--- src/rtl/pfb_mac_drain.sv ---
// pfb_mac_drain: tracks MAC cascade validity/phase, rounds+saturates mac_p, credit-controlled FWFT FIFO to AXI-stream
module pfb_mac_drain #(
    parameter int PIPE_LAT    = 6,
    parameter int SHIFT       = 24,
    parameter int OUT_WIDTH   = 16,
    parameter int PHASE_WIDTH = 6,
    parameter int FIFO_DEPTH  = 16
) (
    input  logic                   i_clk,
    input  logic                   i_sync_reset,
    input  logic                   i_s_valid,
    input  logic [PHASE_WIDTH-1:0] i_s_phase,
    output logic                   o_s_ready,
    output logic                   o_mac_ce,
    input  logic [47:0]            i_mac_p,
    output logic                   o_m_axis_tvalid,
    output logic [OUT_WIDTH-1:0]   o_m_axis_tdata,
    output logic [PHASE_WIDTH-1:0] o_m_axis_tuser,
    input  logic                   i_m_axis_tready,
    output logic                   o_sat_flag
);
    localparam int AW = FIFO_DEPTH > 1 ? $clog2(FIFO_DEPTH) : 1;
    localparam int CW = $clog2(FIFO_DEPTH + 1);
    localparam int EW = PHASE_WIDTH + OUT_WIDTH;
    localparam logic signed [48:0] MAXQ = (49'sd1 <<< (OUT_WIDTH - 1)) - 49'sd1;
    localparam logic signed [48:0] MINQ = -(49'sd1 <<< (OUT_WIDTH - 1));
    localparam logic signed [48:0] HALF = 49'sd1 <<< (SHIFT - 1);

    if (FIFO_DEPTH < PIPE_LAT + 1) begin : g_depth_check
        $error("FIFO_DEPTH must be >= PIPE_LAT+1");
    end

    logic [PIPE_LAT-1:0]    r_vld;
    logic [PHASE_WIDTH-1:0] r_ph [PIPE_LAT];
    logic [CW-1:0]          r_infl, r_cnt;
    logic [AW-1:0]          r_wp, r_rp;
    logic [EW-1:0]          r_mem [FIFO_DEPTH];
    logic                   r_sat;
    logic                   w_ce, w_acc, w_wr, w_rd, w_vld, w_hi, w_lo;
    logic signed [48:0]     w_q;
    logic [OUT_WIDTH-1:0]   w_d;

    function automatic logic [AW-1:0] nxt(input logic [AW-1:0] p);
        return p == AW'(FIFO_DEPTH - 1) ? '0 : p + 1'b1;
    endfunction

    always_comb begin
        w_ce  = !i_sync_reset && (({1'b0, r_cnt} + {1'b0, r_infl}) < (CW + 1)'(FIFO_DEPTH));
        w_acc = i_s_valid && w_ce;
        w_wr  = w_ce && r_vld[PIPE_LAT-1];
        w_vld = r_cnt != '0;
        w_rd  = w_vld && i_m_axis_tready;
        w_q   = ($signed({i_mac_p[47], i_mac_p}) + HALF) >>> SHIFT;
        w_hi  = w_q > MAXQ;
        w_lo  = w_q < MINQ;
        w_d   = w_hi ? {1'b0, {(OUT_WIDTH - 1){1'b1}}} :
                w_lo ? {1'b1, {(OUT_WIDTH - 1){1'b0}}} : w_q[OUT_WIDTH-1:0];
        o_mac_ce        = w_ce;
        o_s_ready       = w_ce;
        o_m_axis_tvalid = w_vld;
        {o_m_axis_tuser, o_m_axis_tdata} = w_vld ? r_mem[r_rp] : '0;
        o_sat_flag      = r_sat;
    end

    always_ff @(posedge i_clk) begin
        if (i_sync_reset) begin
            r_vld  <= '0;
            r_infl <= '0;
            r_cnt  <= '0;
            r_wp   <= '0;
            r_rp   <= '0;
            r_sat  <= 1'b0;
        end else begin
            if (w_ce) r_vld <= PIPE_LAT'({r_vld, i_s_valid});
            r_infl <= r_infl + CW'(w_acc) - CW'(w_wr);
            r_cnt  <= r_cnt + CW'(w_wr) - CW'(w_rd);
            if (w_wr) r_wp <= nxt(r_wp);
            if (w_rd) r_rp <= nxt(r_rp);
            r_sat  <= r_sat || (w_wr && (w_hi || w_lo));
        end
    end

    // w_ce is forced low during reset, so neither the phase pipe nor the FIFO array needs clearing
    always_ff @(posedge i_clk) begin
        if (w_ce) begin
            r_ph[0] <= i_s_phase;
            for (int i = 1; i < PIPE_LAT; i++) r_ph[i] <= r_ph[i-1];
        end
        if (w_wr) r_mem[r_wp] <= {r_ph[PIPE_LAT-1], w_d};
    end
endmodule
--- config.mk ---
export PLATFORM = sky130hd
export DESIGN_NAME = pfb_mac_drain
export DESIGN_NICKNAME = d
export VERILOG_FILES = /design/src/rtl/pfb_mac_drain.sv
export SDC_FILE = /design/constraint.sdc
export NUM_CORES = 1
export LEC_CHECK = 0
export ABC_AREA = 1
export ABC_CLOCK_PERIOD_IN_PS = 3800
export BUFFER_PORTS_ARGS = -buffer_cell sky130_fd_sc_hd__buf_2
export CAP_MARGIN = 5
export CORE_MARGIN = 2
export CORE_UTILIZATION = 38
export CTS_CLUSTER_DIAMETER = 200
export DETAILED_ROUTE_END_ITERATION = 10
export GPL_ROUTABILITY_DRIVEN = 1
export PLACE_DENSITY = 0.57
export SYNTH_ARGS = -nofsm -noshare
export SYNTH_HDL_FRONTEND = slang
export SYNTH_SLANG_ARGS = --single-unit
--- constraint.sdc ---
create_clock -name i_clk -period 3.8 [get_ports i_clk]
set_input_delay 0.57 -clock i_clk [delete_from_list [all_inputs] [get_ports i_clk]]
set_output_delay 0.57 -clock i_clk [all_outputs]
set_load 0.02 [all_outputs]
==> results.cfg <==
[cts]
cts_resized = 0
cts_buffers = 43
cts_tree = yes
clk_pin_slew_ps = 60
clockRootBuffer = clkbuf_16
cts_hold_buffers = 0
clockBufferDepth = 3
post_cts_buffers = 0
cts-htree-levels = 2
clock_latency_ps = 550
clock-sinks = 417

[setup_path]
r2r_slack_ps = 580
end_kind = output pin
worstPathMaxFanout = 46
crit_type = reg -> out
start_kind = flip-flop
crit_arrival_ps = 2800
cp_data_required_time_ps = 3230

[sta]
final-max-slew-violation-count = 0
setup_viol = 0
rsz0062_at_grt = no
skew_ps = 15.89
relSlewSlack = 0.4147
fmax_ghz = 0.2966
finalCritPeriodShare = 0.8873
worst_pin_slew_ps = 877.9
hold_violations = 0
fin_tns_setup_ps = 0
final.min_clock_period_ps = 3372

[global_routing]
met2_usage = 0.2995
grt_pass1_vias = 10720
grt_max_degree = 99
gr-total-overflow = 0
grt_usage = 0.1815
use_met1 = 0.2504
met3_usage = 0.03046
antenna_found_initial = 0
grt_first_pass_wirelength_mm = 64.23
grt_busiest_layer = met2

[synth]
synth_top_cell_by_area = edfxtp_1
synth_seq_cells = 417
syn_area_per_cell_um2 = 12.61
synth_warnings = 0
synth.distinct_cells = 37
synth_async_sr_flop_share = 0
synthCells = 1356
ys_seq_area_frac = 0.7153
synthesis.area_mm2 = 0.01710
synth_edf_count = 388
yosys_most_used_dff = edfxtp_1
yosys.area.top_type_share = 0.6813
synth_area_leaders = edfxtp_1 (68%), o21ai_0 (5.4%), nor2_1 (5.2%), dfxtp_1 (3.4%), o221ai_1 (3.4%)
synthesis.nets = 1437

[pwr]
p_int_mw = 8.516
power_density_mw_per_mm2 = 623.5
swShare = 0.3051
p_leak_nw = 6.490
pwr-share-seq = 0.467
clockPowerShare = 0.323
comb_power_share = 0.211
p_sw_mw = 3.738
ir_drop_v = 0.0004382

[die]
die_h_um = 216.1
dieArea_mm2 = 0.04671
die_x_um = 216.1
core_mm2 = 0.04432
start_util = 0.3859
io-pin-count = 84
rows = 77

[cells_and_area]
fillerInstances = 4039
final_core_util = 0.4435
final_nets = 1511
area_delta_synth_final_pct = 14.94
drive_gt1_frac = 0.1456
insertedDiodeCount = 0

[worst_hold_path]
hold_path.class = in -> reg

[route]
drt_pass1_iterations = 5
wl_mm = 42.64
drc = 0
num_vias = 11050
vias_per_cell = 5.379
ant_nets = 0
wl_per_cell_um = 20.75
drt_iter0_markers = 866

[place]
place_congestion = 0.8489
io_buffer_count = 60
dp_hpwl_mm = 23.70

[run_status]
status = complete, no violations

[flow_run]
drv_cap = 0
## synth_stat cells, types with 5 or more instances
library cell	number
o21ai_1	12
edfxtp_1	388
nand2_1	87
nor3_1	7
o22ai_1	23
ha_1	21
nand3_1	47
o211ai_1	22
clkbuf_1	58
a21oi_1	38
dfxtp_1	29
xnor2_1	6
nor2_4	5
o21ai_0	184
o21ai_2	10
buf_2	15
xor2_1	12
nor2_1	239
o221ai_1	66
inv_1	57
## per-layer routing
layer / routed length [um] / share of wire / vias up
li1: - / - / 5142
met1: 18820 / 0.44 / 5479
met2: 20190 / 0.47 / 360
met3: 2730 / 0.064 / 72
met4: 908 / 0.021 / 0
met5: 0 / 0 / -
## through the flow
step	hold slack, ps	setup WS [ps]	total power [mW]	std cells	area (um^2)
floorplan	400.3	14.30	7.432	1356	17100
CTS	168.6	421.6	12.36	2055	19660
global placement	402.9	583.1	8.356	1977	18340
finish	196.4	428.3	12.25	2055	19660
detailed placement	405.4	554.3	8.417	1977	18340
global route	173.4	200.3	12.86	2055	19660
## critical path: stages, from the launching register on
cell and delay [ps]:
dfxtp_4 600, buf_4 490, o21ai_0 180, o221ai_1 260
o211ai_1 120, a21oi_1 330, buf_2 230
## logic make-up (layout without fill, tap and decap cells)
family          Yosys count  in the layout  share of synthesized area
compound gates          358            358                     0.1268
xor+xnor                 18             18                   0.009219
fa+ha+maj                23             23                    0.01771
buf+inv                 137            244                    0.03227
simple gates            403            403                    0.09870
flops                   417            417                     0.7153
## placed cells by master, fill, tap and decap left out, types with 3 or more instances in the layout
cell type / netlist / layout
clkbuf_16: 0 / 44
buf_2: 15 / 60
clkinvlp_4: 0 / 4
o21ai_1: 12 / 12
clkbuf_1: 58 / 14
o211ai_1: 22 / 22
clkinv_1: 1 / 11
edfxtp_1: 388 / 388
o221ai_1: 66 / 66
dfxtp_1: 29 / 26
a21oi_1: 38 / 38
ha_1: 21 / 21
nor2_1: 239 / 223
xor2_1: 12 / 12
inv_1: 57 / 54
o21ai_0: 184 / 184
nand2_1: 87 / 87
buf_12: 0 / 6
nand3_1: 47 / 47
inv_2: 2 / 3
clkinv_2: 0 / 3
nor2_4: 5 / 14
xnor2_1: 6 / 6
nor2_2: 4 / 11
nor3_1: 7 / 7
buf_4: 1 / 40
nand2_2: 4 / 4
o21ai_2: 10 / 10
o22ai_1: 23 / 23
## cell type report
cell class              count  area, um^2  area share
inverters                  60       227.7     0.01159
multi-input cells         802        4410      0.2244
flip-flops and latches    417       12240      0.6226
clock buffers              58        1154     0.05869
clock inverters            20       163.9    0.008339
repair buffers            106       720.7     0.03667
well taps                 592       740.7     0.03769
## path summary, 6_finish.rpt
check                                           from                   end  cells past startpoint
worst max-delay path                       flip-flop     o_m_axis_tdata[0]                      6
worst min-delay path                    i_s_phase[5]  r_ph[0][5]$_DFFE_PN_                      1
worst max register to register   r_cnt[1]$_SDFF_PP0_   r_cnt[4]$_SDFF_PP0_                     17
worst min register to register  r_ph[2][2]$_DFFE_PN_  r_ph[3][2]$_DFFE_PN_                      0
## flip-flops by register name (all words and copies together) (netlist names), named ones only
signal and flops:
o_sat_flag 1, r_ph 36, r_rp 4, r_infl 5, r_cnt 5, r_vld 6, r_mem 352, r_wp 4
## power by group through the flow
stage	combinational, mW	sequential (mW)	clock, mW
2_1_floorplan	1.75	5.69	0
3_3_place_gp	2.55	5.81	0
3_5_place_dp	2.60	5.82	0
4_1_cts	2.61	5.72	4.03
5_1_grt	2.88	5.76	4.22
6_report	2.58	5.72	3.95
Power figures use the tool's default switching activity.
